===== src/rtl/imm_decomposer_if.sv =====
// imm_decomposer_if: handshake bundle between a value producer, the
// immediate decomposer and the word consumer.
//   in_valid/in_ready/in_value/in_kind : value input handshake
//   out_valid/out_ready/out_zors/out_imm/out_last/out_err : word output handshake
//   split_count : saturating count of values that needed two words
// The slave modport is the decomposer; master is the surrounding logic.
interface imm_decomposer_if;
    logic        in_valid;
    logic        in_ready;
    logic [31:0] in_value;
    logic        in_kind;
    logic        out_valid;
    logic        out_ready;
    logic [1:0]  out_zors;
    logic [15:0] out_imm;
    logic        out_last;
    logic        out_err;
    logic [7:0]  split_count;

    modport slave (
        input  in_valid, in_value, in_kind, out_ready,
        output in_ready, out_valid, out_zors, out_imm, out_last, out_err, split_count
    );

    modport master (
        output in_valid, in_value, in_kind, out_ready,
        input  in_ready, out_valid, out_zors, out_imm, out_last, out_err, split_count
    );
endinterface


===== src/rtl/imm_decomposer.sv =====
// imm_decomposer: splits a 32-bit data constant or branch byte offset into one
// or two (zors, imm16) words that the immediate extender rebuilds exactly.
//   clk   : clock, rising edge
//   reset : synchronous, active-high
//   bus   : imm_decomposer_if.slave (value in, words out, split_count)
// Zors modes: 00 sign-ext, 01 zero-ext, 10 upper-half, 11 zero-ext << 2.
// Words are decoded purely from the registered value/kind and state, so
// there is no combinational path from the input side to the output side.
module imm_decomposer (
    input  logic              clk,
    input  logic              reset,
    imm_decomposer_if.slave   bus
);
    typedef enum logic [1:0] {IDLE, EMIT1, EMIT2} state_t;

    state_t      state, state_nxt;
    logic [31:0] val_q;
    logic        kind_q;
    logic [7:0]  split_q;

    logic        accept;
    logic [1:0]  zors;
    logic [15:0] imm;
    logic        last;
    logic        err;

    // A data constant needs two words only when none of the single-word
    // forms (sign-ext, zero-ext, upper-half) can express it.
    function automatic logic needs_split(input logic [31:0] v);
        logic sext_ok;
        sext_ok = (&v[31:15]) | ~(|v[31:15]);
        return !sext_ok && (v[31:16] != 16'h0) && (v[15:0] != 16'h0);
    endfunction

    assign accept = bus.in_valid && (state == IDLE);

    always_ff @(posedge clk) begin
        if (reset) begin
            state   <= IDLE;
            val_q   <= 32'h0;
            kind_q  <= 1'b0;
            split_q <= 8'h0;
        end else begin
            state <= state_nxt;
            if (accept) begin
                val_q  <= bus.in_value;
                kind_q <= bus.in_kind;
                if (!bus.in_kind && needs_split(bus.in_value) && split_q != 8'hFF)
                    split_q <= split_q + 8'd1;
            end
        end
    end

    always_comb begin
        state_nxt = state;
        zors      = 2'b00;
        imm       = 16'h0;
        last      = 1'b0;
        err       = 1'b0;
        case (state)
            IDLE: begin
                if (bus.in_valid) state_nxt = EMIT1;
            end
            EMIT1: begin
                if (kind_q) begin
                    zors = 2'b11;
                    last = 1'b1;
                    if (val_q[1:0] == 2'b00 && val_q[31:18] == 14'h0)
                        imm = val_q[17:2];
                    else
                        err = 1'b1;
                end else if ((&val_q[31:15]) | ~(|val_q[31:15])) begin
                    zors = 2'b00;
                    imm  = val_q[15:0];
                    last = 1'b1;
                end else if (val_q[31:16] == 16'h0) begin
                    zors = 2'b01;
                    imm  = val_q[15:0];
                    last = 1'b1;
                end else begin
                    // Upper half first; last stays low if a low half remains.
                    zors = 2'b10;
                    imm  = val_q[31:16];
                    last = (val_q[15:0] == 16'h0);
                end
                if (bus.out_ready) state_nxt = last ? IDLE : EMIT2;
            end
            EMIT2: begin
                zors = 2'b01;
                imm  = val_q[15:0];
                last = 1'b1;
                if (bus.out_ready) state_nxt = IDLE;
            end
            default: state_nxt = IDLE;
        endcase
    end

    assign bus.in_ready    = (state == IDLE);
    assign bus.out_valid   = (state != IDLE);
    assign bus.out_zors    = zors;
    assign bus.out_imm     = imm;
    assign bus.out_last    = last;
    assign bus.out_err     = err;
    assign bus.split_count = split_q;
endmodule


===== src/flat_wrapper.sv =====
// flat-port wrapper written by rule: the top's interface ports become plain ports
module imm_decomposer_flat 
  (clk, reset, bus_in_valid, bus_in_value, bus_in_kind, bus_out_ready, bus_in_ready, bus_out_valid, bus_out_zors, bus_out_imm, bus_out_last, bus_out_err, bus_split_count);
  imm_decomposer_if bus_i ();
  input  logic clk;
  input  logic reset;
  input wire logic [$bits(bus_i.in_valid)-1:0] bus_in_valid;
  input wire logic [$bits(bus_i.in_value)-1:0] bus_in_value;
  input wire logic [$bits(bus_i.in_kind)-1:0] bus_in_kind;
  input wire logic [$bits(bus_i.out_ready)-1:0] bus_out_ready;
  output wire logic [$bits(bus_i.in_ready)-1:0] bus_in_ready;
  output wire logic [$bits(bus_i.out_valid)-1:0] bus_out_valid;
  output wire logic [$bits(bus_i.out_zors)-1:0] bus_out_zors;
  output wire logic [$bits(bus_i.out_imm)-1:0] bus_out_imm;
  output wire logic [$bits(bus_i.out_last)-1:0] bus_out_last;
  output wire logic [$bits(bus_i.out_err)-1:0] bus_out_err;
  output wire logic [$bits(bus_i.split_count)-1:0] bus_split_count;
  assign bus_i.in_valid = bus_in_valid;
  assign bus_i.in_value = bus_in_value;
  assign bus_i.in_kind = bus_in_kind;
  assign bus_i.out_ready = bus_out_ready;
  assign bus_in_ready = bus_i.in_ready;
  assign bus_out_valid = bus_i.out_valid;
  assign bus_out_zors = bus_i.out_zors;
  assign bus_out_imm = bus_i.out_imm;
  assign bus_out_last = bus_i.out_last;
  assign bus_out_err = bus_i.out_err;
  assign bus_split_count = bus_i.split_count;
  imm_decomposer u_core (.clk(clk), .reset(reset), .bus(bus_i));
endmodule

===== config.mk =====
export PLATFORM = sky130hd
export DESIGN_NAME = imm_decomposer_flat
export DESIGN_NICKNAME = d
export VERILOG_FILES = /design/src/rtl/imm_decomposer_if.sv /design/src/rtl/imm_decomposer.sv /design/src/flat_wrapper.sv
export SDC_FILE = /design/constraint.sdc
export NUM_CORES = 1
export LEC_CHECK = 0
export ABC_AREA = 1
export CORE_MARGIN = 5
export CORE_UTILIZATION = 50
export DETAILED_ROUTE_END_ITERATION = 12
export GPL_TIMING_DRIVEN = 0
export PLACE_DENSITY = 0.8
export SLEW_MARGIN = 10
export SYNTH_ARGS = -nofsm -noshare
export SYNTH_HDL_FRONTEND = slang
export SYNTH_SLANG_ARGS = --single-unit

===== constraint.sdc =====
create_clock -name clk -period 2.15 [get_ports clk]
set_clock_uncertainty 0.05 [all_clocks]
set_input_delay 0.215 -clock clk [delete_from_list [all_inputs] [get_ports clk]]
set_output_delay 0.215 -clock clk [all_outputs]
set_load 0.01 [all_outputs]

After elaboration in Yosys (flattened, before gate mapping)

Index checks and enable logic that the tools add are counted.

Output and inout port bits: 30
Logic and storage cells: 59
Flip-flop bits (word level): 43

Add/subtract/negate cells: 1
Bitwise gates (word level): 4
Reduce and logical (&&, ||, !) cells: 22
Muxes and demuxes: 22
Equal/unequal tests: 6

Operators with widths:

| kind                | number |
|---|---|
| $mux 16             | 4 |
| $reduce_and 17->1   | 2 |
| $reduce_or 17->1    | 2 |
| $logic_not 16->1    | 2 |
| $pmux 16 s2         | 1 |
| $reduce_bool 16->1  | 2 |
| $logic_not 14->1    | 1 |
| $mux 2              | 7 |
| $add 8x1->8 const B | 1 |
| $ne 8x8->1 const B  | 1 |
| $mux 1              | 7 |
| $logic_and 1x1->1   | 6 |
| $ne 2x2->1 const B  | 3 |
| $pmux 2 s3          | 1 |
| $logic_not 2->1     | 2 |
| $pmux 2 s2          | 1 |
| $reduce_and 3->1    | 1 |
| $eq 2x1->1 const B  | 1 |
| $eq 2x2->1 const B  | 1 |
| $logic_not 1->1     | 2 |
| $not 1->1           | 2 |
| $or 1x1->1          | 2 |
| $pmux 1 s2          | 1 |
| $reduce_and 2->1    | 1 |
| $reduce_bool 2->1   | 1 |

Logic depth before layout (Yosys ltp)

Gate-level depths: netlist (run 1).

Depth after elaboration: 9
Depth in mapped cells: 11

Worst setup path before layout (run 1)

No wires, ideal clock.

Kind: register to output
Start: register u_core.state[0]
End: output bus_out_imm[15]
Path buffers: 1
Path slack: 0.516 ns
Cell stages (with the launch flop): 8
Data arrival time: 1.369 ns
Required time: 1.885 ns
Path through: dfxtp_1 > inv_1 > ha_1 > nand2_1 > clkbuf_1 > inv_1 > nand3_1 > nand2_1

Word-level cells in the longest chain between the ends: 2

Ends and longest elaborated chain:

| what                                     | line                 | source |
|---|---|---|
| from (decl)                              | imm_decomposer.sv:16 | `state_t state, state_nxt;` |
| from (signal assigned)                   | imm_decomposer.sv:44 | `state <= state_nxt;` |
| $eq 2x2->1 or $eq 2x1->1 (tied branches) | imm_decomposer.sv:60 | `case (state)` |
| $pmux 16 s2 *                            | imm_decomposer.sv:60 |  |
| to (decl)                                | flat_wrapper.sv:14   | `output wire logic [$bits(bus_i.out_imm)-1:0] bus_out_imm;` |

Every way passes the cells marked *; elsewhere a longest branch is shown, timed or not.

Worst setup path in the final report (run 1)

Start: register u_core.val_q[1]
End: output bus_out_imm[2]

Word-level cells in the longest chain between the ends: 5

Ends and longest elaborated chain:

| what                   | line                 | source |
|---|---|---|
| from (decl)            | imm_decomposer.sv:17 | `logic [31:0] val_q;` |
| from (signal assigned) | imm_decomposer.sv:46 | `val_q <= bus.in_value;` |
| $logic_not 2->1        | imm_decomposer.sv:68 | `if (val_q[1:0] == 2'b00 && val_q[31:18] == 14'h0)` |
| $logic_and 1x1->1      | imm_decomposer.sv:68 |  |
| $mux 16                | imm_decomposer.sv:68 |  |
| $mux 16                | imm_decomposer.sv:65 | `if (kind_q) begin` |
| $pmux 16 s2            | imm_decomposer.sv:60 |  |

Every way passes these cells.

==> run_results.csv, run 1 <==
group,metric,value,unit
status,outcome,"finished clean",
route,remaining_drc_errors,0,
route,routed_wl,9.102,mm
global_routing,grt-ovfl-total,0,
global_routing,grt_pass1_vias,3054,
final_layout,diodes,0,
power_and_ir_drop,power_leakage,1.748,nW
placement,globalplace.congestion,0.9147,
worst_hold_path,timing.hold.worst.class,"in2reg",
placement,placement.io_buffers,65,
route,routed_wire_length_per_instance,14.42,um
global_routing,grt_max_degree,14,
critical_path,critical_path_peak_fanout,8,
global_routing,met1_track_demand_over_resource,31.71,%
final_layout,final_cell_area,0.003901,mm2
route,drt_first_pass_iters,5,
placement,placed_insts,605,
global_routing,antenna_found_initial,0,
flow_run,number_of_max_capacitance_violations_reported,0,
global_routing,groute.usage.overall,24.28,%
logic_synthesis,post_synth.cell_area_avg,5.965,um2
die,effective_utilization_at_floorplan,51.01,%
clock_network,cts_tree,"yes",
logic_synthesis,syn-instance-count,468,
route,drt.antenna.violating_nets,0,
placement,detailed_place.area,0.003532,mm2
logic_synthesis,synth-warning-count,0,
logic_synthesis,syn-cell-area,0.002791,mm2
timing,finalCritPeriodShare,96.53,%
clock_network,cts.path.max_buffers,2,
logic_synthesis,share_of_async_settable_or_async_resettable_flops_after_synthesis,0,%
timing,hold_violations,0,
timing,finalSetupViolCount,0,
clock_network,cts.sink_count,43,
clock_network,clock-root-buffer,"sky130_fd_sc_hd__clkbuf_8",
power_and_ir_drop,finalPower,0.003882,W
die,die-area,0.007177,mm2
die,rows,27,
clock_network,clock_latency,300,ps
timing,setup_tns,0,ps
route,dr_total_vias,3396,
die,placeableCoreArea,0.005473,mm2
timing,clock.fmax,481.9,MHz
placement,dpl.hpwl,6.737,mm
timing,period_needed,2075,ps
logic_synthesis,yosys_most_used_dff,"sky130_fd_sc_hd__dfxtp_1",
power_and_ir_drop,pwr_density_cell,995.0,mW/mm2
critical_path,crit_arrival,1810,ps
critical_path,start_kind,"flop",
final_layout,final_util,71.28,%
logic_synthesis,synth_fp_nets,509,
global_routing,use_met2,40.57,%
timing,setup_repair_after_global_routing_missed_its_margin,"true",
logic_synthesis,postSynthRegisterBits,43,
final_layout,finalNetCount,599,
route,drt_iter0_drc,229,
die,die_h,84.72,um
logic_synthesis,yosysSeqAreaShare,30.84,%
timing,timing_max_transition_violations_final,0,
clock_network,cts_inserted_buffers,5,
route,routed_via_density,5.382,
final_layout,final-instance-count-excl-fill,631,
critical_path,cp.required,1880,ps
logic_synthesis,synth_edf_count,0,
final_layout,flow.area_growth_from_synthesis,39.76,%
power_and_ir_drop,worst_ir_drop_vdd,0.6157,mV
die,boundaryPins,67,
final_layout,final_layout_size_suffix_gt1_share,19.32,%
global_routing,grt_first_pass_wirelength,14.38,mm
clock_network,cts_clock_pin_slew_for_the_worst_setup_and_hold_paths,90,ps
logic_synthesis,ys_types,27,
timing,timing.slew.headroom,67.23,%
global_routing,gr-usage-met3,4.220,%
critical_path,cp-end-kind,"primary output",
die,die_w,84.72,um
critical_path,worstSetupPathType,"reg2out",
global_routing,top_usage_layer,"met2",
timing,worst_max_slew_pin_slew,491.6,ps
clock_network,htree_num_levels,2,
-- critical path: stages, from the launching register on --
cell	delay, ps
sky130_fd_sc_hd__dfxtp_2	350
sky130_fd_sc_hd__nor2_2	150
sky130_fd_sc_hd__nand3_1	120
sky130_fd_sc_hd__nor2_2	120
sky130_fd_sc_hd__nand2_2	80
sky130_fd_sc_hd__inv_4	110
sky130_fd_sc_hd__buf_6	130
sky130_fd_sc_hd__nand2_1	70
sky130_fd_sc_hd__a21oi_2	150
sky130_fd_sc_hd__nand2_1	60
sky130_fd_sc_hd__nand2_1	50
sky130_fd_sc_hd__buf_2	120
-- synthesized netlist by cell type (2+ instances only) --
library cell	n	area, um2
sky130_fd_sc_hd__buf_6	2	22.52
sky130_fd_sc_hd__nor2_2	3	18.77
sky130_fd_sc_hd__o21ai_0	36	180.2
sky130_fd_sc_hd__inv_1	33	123.9
sky130_fd_sc_hd__nor3_1	4	20.02
sky130_fd_sc_hd__buf_2	6	30.03
sky130_fd_sc_hd__dfxtp_1	43	860.8
sky130_fd_sc_hd__nand2_1	131	491.7
sky130_fd_sc_hd__clkbuf_1	13	48.80
sky130_fd_sc_hd__nand3_1	38	190.2
sky130_fd_sc_hd__nor2_1	81	304.0
sky130_fd_sc_hd__a21oi_1	43	215.2
sky130_fd_sc_hd__nand4_1	14	87.58
sky130_fd_sc_hd__xor2_1	3	26.28
sky130_fd_sc_hd__ha_1	4	50.05
sky130_fd_sc_hd__inv_2	2	7.510
sky130_fd_sc_hd__nand2_4	2	22.52
-- layer usage --
layer  vias up  wire [um]
li1       1700          -
met1      1535       4020
met2       135       4273
met3        26        572
met4         0        235
met5         -          0
-- worst paths after layout --
check	cells past startpoint	slack (ps)	from	to
worst max-delay path	11	70	u_core.val_q[1]$_SDFFE_PP0P_	bus_out_imm[2]
worst min-delay path	2	290	reset	u_core.bus.split_count[3]$_SDFFE_PP0P_
worst max register to register	8	380	u_core.state[0]$_SDFFE_PP0P_	u_core.val_q[13]$_SDFFE_PP0P_
worst min register to register	2	450	u_core.bus.split_count[6]$_SDFFE_PP0P_	u_core.bus.split_count[6]$_SDFFE_PP0P_
-- registers in the layout (all words and copies together), names as in the netlist --
signal / count
u_core.val_q: 32
u_core.kind_q: 1
u_core.state: 2
u_core.bus.split_count: 8
-- logic make-up after synthesis --
logic type               Yosys count  synth area share, %
AO/OA/AOI/OAI                     80                14.39
XOR/XNOR                           3               0.9415
adder cells (fa/ha/maj)            4                1.793
buffers and inverters             59                8.920
flip-flops                        43                30.84
AND/OR/NAND/NOR                  279                43.12
-- cells in the final DEF, fill, tap and decap left out, types with 2 or more instances in the layout --
cell type                         Yosys  layout
sky130_fd_sc_hd__clkbuf_1            13       9
sky130_fd_sc_hd__dlygate4sd2_1        0       2
sky130_fd_sc_hd__a21oi_1             43      38
sky130_fd_sc_hd__xor2_1               3       3
sky130_fd_sc_hd__dfxtp_4              0       4
sky130_fd_sc_hd__nand3_1             38      37
sky130_fd_sc_hd__nand2_4              2       2
sky130_fd_sc_hd__dfxtp_1             43      27
sky130_fd_sc_hd__clkdlybuf4s15_1      0       2
sky130_fd_sc_hd__buf_2                6      16
sky130_fd_sc_hd__a21oi_2              0       5
sky130_fd_sc_hd__ha_1                 4       2
sky130_fd_sc_hd__buf_4                1      14
sky130_fd_sc_hd__ha_4                 0       2
sky130_fd_sc_hd__inv_1               33      30
sky130_fd_sc_hd__buf_6                2       6
sky130_fd_sc_hd__nor2_1              81      73
sky130_fd_sc_hd__nand2_1            131     125
sky130_fd_sc_hd__nand2_2              1       7
sky130_fd_sc_hd__nand4_1             14      14
sky130_fd_sc_hd__dfxtp_2              0      12
sky130_fd_sc_hd__clkbuf_8             0       9
sky130_fd_sc_hd__o21ai_0             36      35
sky130_fd_sc_hd__nor3_1               4       4
sky130_fd_sc_hd__inv_2                2       5
sky130_fd_sc_hd__nor2_2               3       8
sky130_fd_sc_hd__clkbuf_2             0       5
sky130_fd_sc_hd__nor2_4               1       4
sky130_fd_sc_hd__clkdlybuf4s50_1      0      45
-- stage by stage --
stage | hold slack (ps) | setup slack (ps)
6_report | 285.2 | 74.70
5_1_grt | 323.4 | -64.17
4_1_cts | 279.2 | 0.6195
3_5_place_dp | 440.0 | -277.9
3_3_place_gp | 430.5 | -242.0
2_1_floorplan | 312.8 | 515.8
-- final cells by class --
type	instances	area (um2)
Tap cell	72	90.09
Clock buffer	7	96.34
Fill cell	488	1572
Inverter	36	137.6
Clock inverter	1	7.507
Sequential cell	43	890.9
Timing Repair Buffer	83	729.5
Multi-Input combinational cell	367	1800
Buffer	22	148.9
-- what timing repair did --
| item | in CTS | in global routing |
|---|---|---|
| gates resized for setup | 70 | 65 |
| buffers inserted | 7 | 8 |
| endpoints found under the setup margin | 20 | 18 |
| hold buffers | 0 | 0 |
| pin swaps | 5 | 17 |
| gates cloned | 1 | 3 |
-- where the power goes --
| part | internal [W] | leakage [nW] | switching, W |
|---|---|---|---|
| combinational | 0.000843 | 1.34 | 0.00112 |
| clock | 0.000293 | 0.0505 | 0.000285 |
| sequential | 0.00104 | 0.361 | 0.000307 |
| total | 0.00217 | 1.75 | 0.00171 |
Note: power is estimated with default switching activity, not from simulation.
==> run 2, diff against run 1 <==
--- a/config.mk
+++ b/config.mk
@@ -8,6 +8,7 @@
 export ABC_AREA = 1
 export CORE_MARGIN = 5
 export CORE_UTILIZATION = 50
+export CTS_CLUSTER_DIAMETER = 60
 export DETAILED_ROUTE_END_ITERATION = 12
 export GPL_TIMING_DRIVEN = 0
 export PLACE_DENSITY = 0.8
==> results of run 2 <==
No change in the layout: final DEF, timing and power equal those of run 1.
